`src/rtl/ldm_stm_seq_pkg.sv`:
```
// Shared types and constants for the LDM/STM block-transfer sequencer.
// Imported by the sequencer top and its helpers.
package ldm_stm_seq_pkg;

  typedef enum logic [1:0] {
    S_IDLE,
    S_XFER,
    S_WBACK,
    S_DONE
  } state_t;

  localparam logic [3:0] PC_CODE    = 4'hF;
  localparam int         WORD_BYTES = 4;

  function automatic logic [4:0] popcount16(input logic [15:0] v);
    logic [4:0] c;
    c = '0;
    for (int i = 0; i < 16; i++) begin
      c = c + {4'd0, v[i]};
    end
    return c;
  endfunction

endpackage

```
`src/rtl/ldm_stm_seq_lsb_enc16.sv`:
```
// Lowest-set-bit priority encoder over a 16-bit register list.
// Gives the index of the lowest set bit and whether any bit is set.
module lsb_enc16 (
  input  logic [15:0] vec,
  output logic [3:0]  idx,
  output logic        valid
);

  always_comb begin
    idx = '0;
    for (int i = 15; i >= 0; i--) begin
      if (vec[i]) idx = i[3:0];
    end
  end

  assign valid = |vec;

endmodule

```
`src/rtl/ldm_stm_seq.sv`:
```
// ARMv4 LDM/STM sequencer: walks the register list lowest-first,
// one word per memory handshake, then writes the base back.
module ldm_stm_seq
  import ldm_stm_seq_pkg::*;
#(
  parameter int ADDR_W = 32
) (
  input  logic              clk,
  input  logic              rst_n,
  input  logic              en,
  input  logic              i_start,
  input  logic [15:0]       i_reglist,
  input  logic [3:0]        i_rn_code,
  input  logic [ADDR_W-1:0] i_base,
  input  logic              i_pre,
  input  logic              i_up,
  input  logic              i_wb,
  input  logic              i_load,
  output logic              o_busy,
  output logic              o_done,
  output logic [3:0]        o_re_code,
  input  logic [ADDR_W-1:0] i_re_reg,
  output logic              o_mem_req,
  output logic              o_mem_we,
  output logic [ADDR_W-1:0] o_mem_addr,
  output logic [ADDR_W-1:0] o_mem_wdata,
  input  logic              i_mem_ack,
  input  logic [ADDR_W-1:0] i_mem_rdata,
  output logic              o_rd_en_wb,
  output logic [3:0]        o_rd_code_wb,
  output logic [ADDR_W-1:0] o_rd_reg_wb,
  output logic              o_rd_en_ex,
  output logic [3:0]        o_rd_code_ex,
  output logic [ADDR_W-1:0] o_rd_reg_ex
);

  localparam logic [ADDR_W-1:0] STEP = ADDR_W'(WORD_BYTES);

  state_t            state_q, state_d;
  logic [15:0]       list_q, list_clr;
  logic [ADDR_W-1:0] addr_q, wbval_q;
  logic [3:0]        rn_q;
  logic              load_q, wben_q;
  logic              wb_en_q;
  logic [3:0]        wb_code_q;
  logic [ADDR_W-1:0] wb_reg_q;

  logic [3:0]        cur;
  logic              cur_vld;
  logic              xfer, start;
  logic [ADDR_W-1:0] n4, start_addr, wb_val;

  lsb_enc16 u_enc (
    .vec   (list_q),
    .idx   (cur),
    .valid (cur_vld)
  );

  assign xfer     = (state_q == S_XFER) && cur_vld;
  assign start    = (state_q == S_IDLE) && i_start;
  assign list_clr = list_q & ~(16'd1 << cur);
  assign n4       = ADDR_W'(popcount16(i_reglist)) << 2;
  assign wb_val   = i_up ? i_base + n4 : i_base - n4;

  // lowest register always lands at the lowest address
  always_comb begin
    start_addr = i_base;
    unique case ({i_pre, i_up})
      2'b01: start_addr = i_base;
      2'b11: start_addr = i_base + STEP;
      2'b00: start_addr = i_base - n4 + STEP;
      2'b10: start_addr = i_base - n4;
      default: start_addr = i_base;
    endcase
  end

  always_ff @(posedge clk or negedge rst_n) begin
    if (!rst_n) state_q <= S_IDLE;
    else        state_q <= state_d;
  end

  always_comb begin
    state_d = state_q;
    if (en) begin
      unique case (state_q)
        S_IDLE:
          if (i_start) state_d = (|i_reglist) ? S_XFER : S_DONE;
        S_XFER:
          if (i_mem_ack && !(|list_clr))
            state_d = wben_q ? S_WBACK : S_DONE;
        S_WBACK: state_d = S_DONE;
        S_DONE:  state_d = S_IDLE;
        default: state_d = S_IDLE;
      endcase
    end
  end

  always_ff @(posedge clk or negedge rst_n) begin
    if (!rst_n) begin
      list_q    <= '0;
      addr_q    <= '0;
      wbval_q   <= '0;
      rn_q      <= '0;
      load_q    <= 1'b0;
      wben_q    <= 1'b0;
      wb_en_q   <= 1'b0;
      wb_code_q <= '0;
      wb_reg_q  <= '0;
    end else if (en) begin
      wb_en_q <= 1'b0;
      if (start) begin
        list_q  <= i_reglist;
        addr_q  <= start_addr;
        wbval_q <= wb_val;
        rn_q    <= i_rn_code;
        load_q  <= i_load;
        // a loaded base overrides the writeback
        wben_q  <= i_wb & ~(i_load & i_reglist[i_rn_code]);
      end
      if (xfer && i_mem_ack) begin
        list_q <= list_clr;
        addr_q <= addr_q + STEP;
        if (load_q) begin
          wb_en_q   <= 1'b1;
          wb_code_q <= cur;
          wb_reg_q  <= i_mem_rdata;
        end
      end
    end
  end

  assign o_busy       = (state_q != S_IDLE);
  assign o_done       = (state_q == S_DONE);
  assign o_mem_req    = xfer & en;
  assign o_mem_we     = xfer & ~load_q;
  assign o_mem_addr   = addr_q;
  assign o_re_code    = xfer ? cur : 4'd0;
  assign o_mem_wdata  = (xfer && !load_q) ? i_re_reg : '0;
  assign o_rd_en_wb   = wb_en_q;
  assign o_rd_code_wb = wb_code_q;
  assign o_rd_reg_wb  = wb_reg_q;
  assign o_rd_en_ex   = (state_q == S_WBACK);
  assign o_rd_code_ex = o_rd_en_ex ? rn_q : 4'd0;
  assign o_rd_reg_ex  = o_rd_en_ex ? wbval_q : '0;

endmodule
```
`config.mk`:
```
export PLATFORM = sky130hd
export DESIGN_NAME = ldm_stm_seq
export DESIGN_NICKNAME = d
export VERILOG_FILES = /design/src/rtl/ldm_stm_seq_pkg.sv /design/src/rtl/ldm_stm_seq_lsb_enc16.sv /design/src/rtl/ldm_stm_seq.sv
export SDC_FILE = /design/constraint.sdc
export NUM_CORES = 1
export LEC_CHECK = 0
export ABC_AREA = 1
export ABC_CLOCK_PERIOD_IN_PS = 6990
export CORE_ASPECT_RATIO = 0.9
export CORE_MARGIN = 2
export CORE_UTILIZATION = 54
export DETAILED_ROUTE_END_ITERATION = 8
export DONT_BUFFER_PORTS = 1
export PLACE_DENSITY = 0.68
export SYNTH_ARGS = -nofsm -noshare
export SYNTH_HDL_FRONTEND = slang
export SYNTH_SLANG_ARGS = --single-unit
```
`constraint.sdc`:
```
create_clock -name clk -period 6.99 [get_ports clk]
set_clock_uncertainty 0.05 [all_clocks]
set_input_delay 0.699 -clock clk [delete_from_list [all_inputs] [get_ports clk]]
set_output_delay 0.699 -clock clk [all_outputs]
set_load 0.005 [all_outputs]
```
Yosys cells after proc, flatten, opt, wreduce, memory -nomap -nowiden
Cells that the tools add are included.
W data, S select, Z words.

operators by class
  $add $sub $neg = 20
  multiply operators = 0
  divide/modulo/power cells = 0
  $lt $le $gt $ge = 1
  equality and inequality tests = 8
  shift operators = 1
  muxes and demuxes = 35
  bitwise gates (word level) = 8
  reduce and logical (&&, ||, !) cells = 18

operators with widths
  cell                     number
  $mux W32                 5
  $pmux W32 S4             1
  $add A32 B3 Y32 const B  3
  $mux W4                  18
  $add A5 B1 Y5            11
  $reduce_or A16 Y1        3
  $add A32 B7 Y32          1
  $mux W16                 2
  $sub A32 B7 Y32          1
  $and A16 B16 Y16         1
  $not A16 Y16             1
  $shl A1 B4 Y16 const A   1
  $eq A2 B2 Y1 const B     4
  $pmux W2 S4              1
  $mux W2                  3
  $reduce_and A3 Y1        2
  $add A4 B1 Y5            1
  $logic_and A1 B1 Y1      5
  $lt A4 B5 Y1 const B     1
  $add A3 B1 Y4            1
  $and A1 B1 Y1            4
  $bmux W1 S4              1
  $eq A2 B1 Y1 const B     2
  $logic_not A2 Y1         2
  other kinds (9)          16

storage, ports and cells
  register bits = 125
  latch bits = 0
  memory bits (writable) = 0
  ROM bits = 0
  input bits = 125
  output and inout bits = 146
  logic and storage cells = 101
  memories kept = 0

Depth between registers and ports, before layout
  word-level depth = 24
  mapped depth = 36
  depth with buffers taken out = 36

By module
From an unflattened synthesis, not the netlist that was laid out.

second synthesis, totals
  cells, all modules = 1,841
  area total of the unflattened synthesis = 11,866.4 sq um

modules (own cells, without submodules)
  module       instances  cells each  area each (sq um)
  ldm_stm_seq  1          1,792       11,657.4
  lsb_enc16    1          49          209.0

Least setup slack after synthesis
Ideal clock, no wire load.

  path type = input -> register
  start = input port i_reglist[0]
  end = register addr_q[22], in the netlist o_mem_addr[22]
  library setup time = 120 ps
  data arrival time = 5,637 ps
  data required time = 6,820 ps
  path slack = 1,183 ps
  stages on the path = 27
  buffers on the path = 0
  cell sequence = inv_1 -> fa_1 -> fa_1 -> fa_1 -> fa_1 -> inv_1 -> ha_1 -> fa_1 -> fa_1 -> nor2_1 -> nand2_1 -> nand2_2 -> xor2_2 -> nand2_1 -> nand2_1 -> inv_2 -> nor2_2 -> nand2_2 -> nor2_4 -> nand3_2 -> nor2_4 -> nand4_1 -> or2_0 -> nand3_1 -> nand2_1 -> nand2_1 -> a21oi_2

between the ends
  cells in the longest elaborated chain, start to end = 20

RTL lines
  element                         line                                  source
  from (decl)                     ldm_stm_seq.sv:12                     input logic [15:0] i_reglist,
  $add A1 B1 Y2 *                 ldm_stm_seq_pkg.sv:19                 c = c + {4'd0, v[i]};
  $add A2 B1 Y3 *                 ldm_stm_seq_pkg.sv:19
  $add A3 B1 Y4 *                 ldm_stm_seq_pkg.sv:19
  $add A4 B1 Y5 *                 ldm_stm_seq_pkg.sv:19
  $add A5 B1 Y5 * (11 in series)  ldm_stm_seq_pkg.sv:19
  $sub A32 B7 Y32 *               ldm_stm_seq.sv:71, ldm_stm_seq.sv:72
  $add A32 B3 Y32                 ldm_stm_seq.sv:71                     2'b00: start_addr = i_base - n4 + STEP;
  $pmux W32 S4 *                  ldm_stm_seq.sv:68                     unique case ({i_pre, i_up})
  $mux W32 *                      ldm_stm_seq.sv:111                    if (start) begin
  $mux W32 *                      ldm_stm_seq.sv:120                    if (xfer && i_mem_ack) begin
  to (signal assigned)            ldm_stm_seq.sv:113                    addr_q <= start_addr;
  to (signal assigned)            ldm_stm_seq.sv:122                    addr_q <= addr_q + STEP;
  to (decl)                       ldm_stm_seq.sv:41                     logic [ADDR_W-1:0] addr_q, wbval_q;

Every way passes the cells marked *; elsewhere a longest branch is shown, timed or not. The select of a mux whose other input is x is not followed.
A chain may end at the register's enable or synchronous reset.

Worst setup path after layout
  start = input port i_reglist[0]
  end = register addr_q[30], in the netlist o_mem_addr[30]

The elaborated chain is that of the path after synthesis.

==> summary.txt <==
Timing
  – Setup violations, final: 0
  – Final-report hold violation count: 0
  – Slew headroom: between 30 and 40%
  – Slew @ Worst Pin: around 1.0 ns
  – Fmax achieved: 160.7 MHz
  – Max-slew violation total from the final report: 0
  – Period minus WS final: slightly above 6 ns
  – Period utilization: between 80% and 90%
  – TNS Setup: 0 ns
  – RSZ-0062 raised after global routing: no

Critical path
  – RR Startpoint: list_q[10]
  – Crit path max-delay cell type: fa_1
  – Critical path capture point type: flip-flop
  – Critical Path RT: roughly 7.3 ns
  – Worst Reg-to-Reg Cells: 14
  – Slowest cell delay on critical path: roughly 0.57 ns
  – CP Class: primary input to flip-flop
  – Worst reg2reg setup slack: ~3.5 ns
  – Critical path arrival: between 6 and 7 ns
  – Critical Path Source Type: primary input
  – Worst R2R End: o_mem_addr[28]
  – Largest fanout on the critical path: 6
  – CP bufs+invs: 4
  – Most Frequent Cell on Critical Path: nand2_1
  – Top cell family by delay on the critical path: adder cells

Clock network
  – Gates resized, CTS repair: 0
  – Worst skew pair latency: 0.44 ns
  – CTS Root Cell: clkbuf_16
  – H-tree depth: 4
  – Post-CTS Setup Inserts: 0
  – Clk pin slew, worst setup/hold paths: ~0.070 ns
  – Num CTS Buffers: 17
  – Clock sinks: between 100 and 150
  – TritonCTS clock tree: yes
  – CTS Buffer Depth: 2

Die
  – Die footprint: ~0.022 mm²
  – # rows: 50
  – Die Y: 142.4 µm
  – Die width: 157.8 µm
  – CORE AREA: 0.02083 mm²
  – # IOs: ~270
  – Starting Density: 55.20%

Global routing
  – Number of global-route vias before repair: between 10k and 15k
  – Total GRT Usage: 32.51%
  – Largest net degree at the start of global routing: roughly 130
  – Initial antenna violation count: 0
  – Total grt overflow: 0
  – First-pass GRT wire length: 57,150 µm

Power and ir drop
  – Overall power: around 4.4 mW
  – Worst vdd ir: between 0.15 and 0.2 mV
  – Pwr Density: about 360 mW/mm²
  – LEAKAGE: roughly 6.3 nW

Drt
  – DRC viols: 0
  – WL final: 36,960 µm
  – Initial DRC Count: roughly 1.1k
  – Routed len/inst: around 18 µm
  – Met3 wire length: around 2900 µm
  – DR vias: 11.63k
  – DRT Pass-1 Iters: 6
  – Via-to-Cell Ratio: 5.569
  – Met2 WL post-DR: 17,920 µm
  – Top Metal Used: met4
  – Wl on met1: ~15,000 µm
  – DRT antenna net count: 0

Final layout
  – Layout Area Growth over Synthesis: 6.430%
  – Post-route insts no fill: roughly 2.1k
  – Final core occ: roughly three fifths
  – # diodes: 0
  – Final Net Count: between 1.5k and 2k
  – Share of layout cells above drive strength 1: under 10%

Placed design
  – Hpwl dp: between 20,000 and 30,000 µm
  – Placed cells: between 2k and 2.5k
  – PortBufs: 0
  – Gpl congestion: around 1

Synth
  – Prevailing post-synth register cell: dfrtp_1
  – Share of flip-flops with an asynchronous set or reset: 100.0%
  – Synth cell count leaders: nand2_1, inv_1, nor2_1
  – Top-count cell post-synth: nand2_1
  – Synth Warn #: 0
  – Flops & latches, synth: 125
  – Area leader, netlist: dfrtp_1
  – Post-Syn Area: around 0.011 mm²
  – Unique masters post-synth: between 50 and 60
  – Seq/Total Area, Yosys: 27.20%
  – Number of synthesized flops with an enable pin: 0
  – Area fraction of the dominant cell type after synthesis: roughly 27%
  – Synth top area cells: dfrtp_1, nand2_1, inv_1
  – Syn_nets: about 2.0k
  – Synth Instances: around 1.8k
  – Syn avg cell area: approximately 6.3 µm²

Run status
  – Run status: finished, final reports clean

Hold path
  – Hold WC Path Type: primary input to async pin

Run
  – Maxcap violations: 0
## cells in the final DEF (no fill, tap or decap), types with 4 or more instances in the layout
cell type    n
nand3_2      5
o21ai_2      5
dfrtp_1    125
inv_2       16
fa_1        12
nand2_2     14
nand4_1     32
nor4_1      11
ha_1        27
a21oi_2      6
nor3_1      28
o21a_1       8
nand2_1    505
clkinv_2     4
nor2_4       7
nor2_2      21
a31oi_1      8
nand3_1    106
inv_1      290
buf_4       13
o221ai_1     5
o21bai_1     7
o21ai_1     17
o211ai_1    31
a22oi_1      4
xor2_1      41
clkbuf_16   17
o21ai_0    128
a21oi_1     67
nor2_1     185
## sequential cells by signal, indices dropped and copies added, names as in the netlist
signal / flops
list_q: 16
load_q: 1
o_mem_addr: 32
o_rd_code_wb: 4
o_rd_en_wb: 1
o_rd_reg_wb: 32
rn_q: 4
state_q: 2
wben_q: 1
wbval_q: 32
## final cells by class
cell class                      count  area (µm²)
Tap cell                          286       357.8
Inverter                          309        1160
Multi-Input combinational cell   1322        6885
Fill cell                        2143        8593
Timing Repair Buffer               14       125.1
Clock buffer                       19       442.9
Clock inverter                     13       140.1
Sequential cell                   125        3128
## stage by stage
step | hold slack (ns) | setup WS (ns) | instance area (µm²)
2_1_floorplan | 0.3534 | 1.183 | 11500
3_3_place_gp | 0.3567 | 0.5273 | 11630
3_5_place_dp | 0.3562 | 0.4623 | 11630
4_1_cts | 0.2123 | 0.8872 | 12240
5_1_grt | 0.2350 | 0.4700 | 12240
6_report | 0.1759 | 0.7675 | 12240
## cells by family after synthesis
| group | share of synthesized area [%] |
|---|---|
| xor gates and xnor gates | 3.917 |
| DFF | 27.20 |
| adders and majority gates | 5.027 |
| AOI/OAI and AO/OA | 15.73 |
| buffers and inverters | 12.99 |
| and+or+nand+nor | 35.13 |
## worst max path at each step
stage	from	endpoint	slack (ns)	cells after the start
after floorplan	i_reglist[0]	o_mem_addr[22]	1.18	27
after global placement	i_reglist[0]	o_mem_addr[25]	0.53	28
after detailed placement	i_reglist[0]	o_mem_addr[30]	0.46	29
after CTS	i_reglist[0]	o_mem_addr[30]	0.89	29
after global routing	i_reglist[0]	o_mem_addr[25]	0.47	28
final	i_reglist[0]	o_mem_addr[30]	0.77	29
## where the power goes
group	switching [mW]	internal, mW	leakage, nW
clock network	0.391	0.537	0.281
logic	1.38	0.695	4.53
registers	0.349	1.07	1.52
total	2.12	2.31	6.33
## repair_timing
item	in CTS	in global routing
hold buffers	1	0
hold endpoints to repair	125	0
setup endpoints to repair	0	0
## per-layer routing
layer | global-route usage (%) | up-vias
met2 | 54.03 | 469
met1 | 42.14 | 5377
met4 | 12.15 | 0
met5 | 0 | -
li1 | - | 5707
met3 | 5.938 | 76
Note: power is estimated with default switching activity, not from simulation.
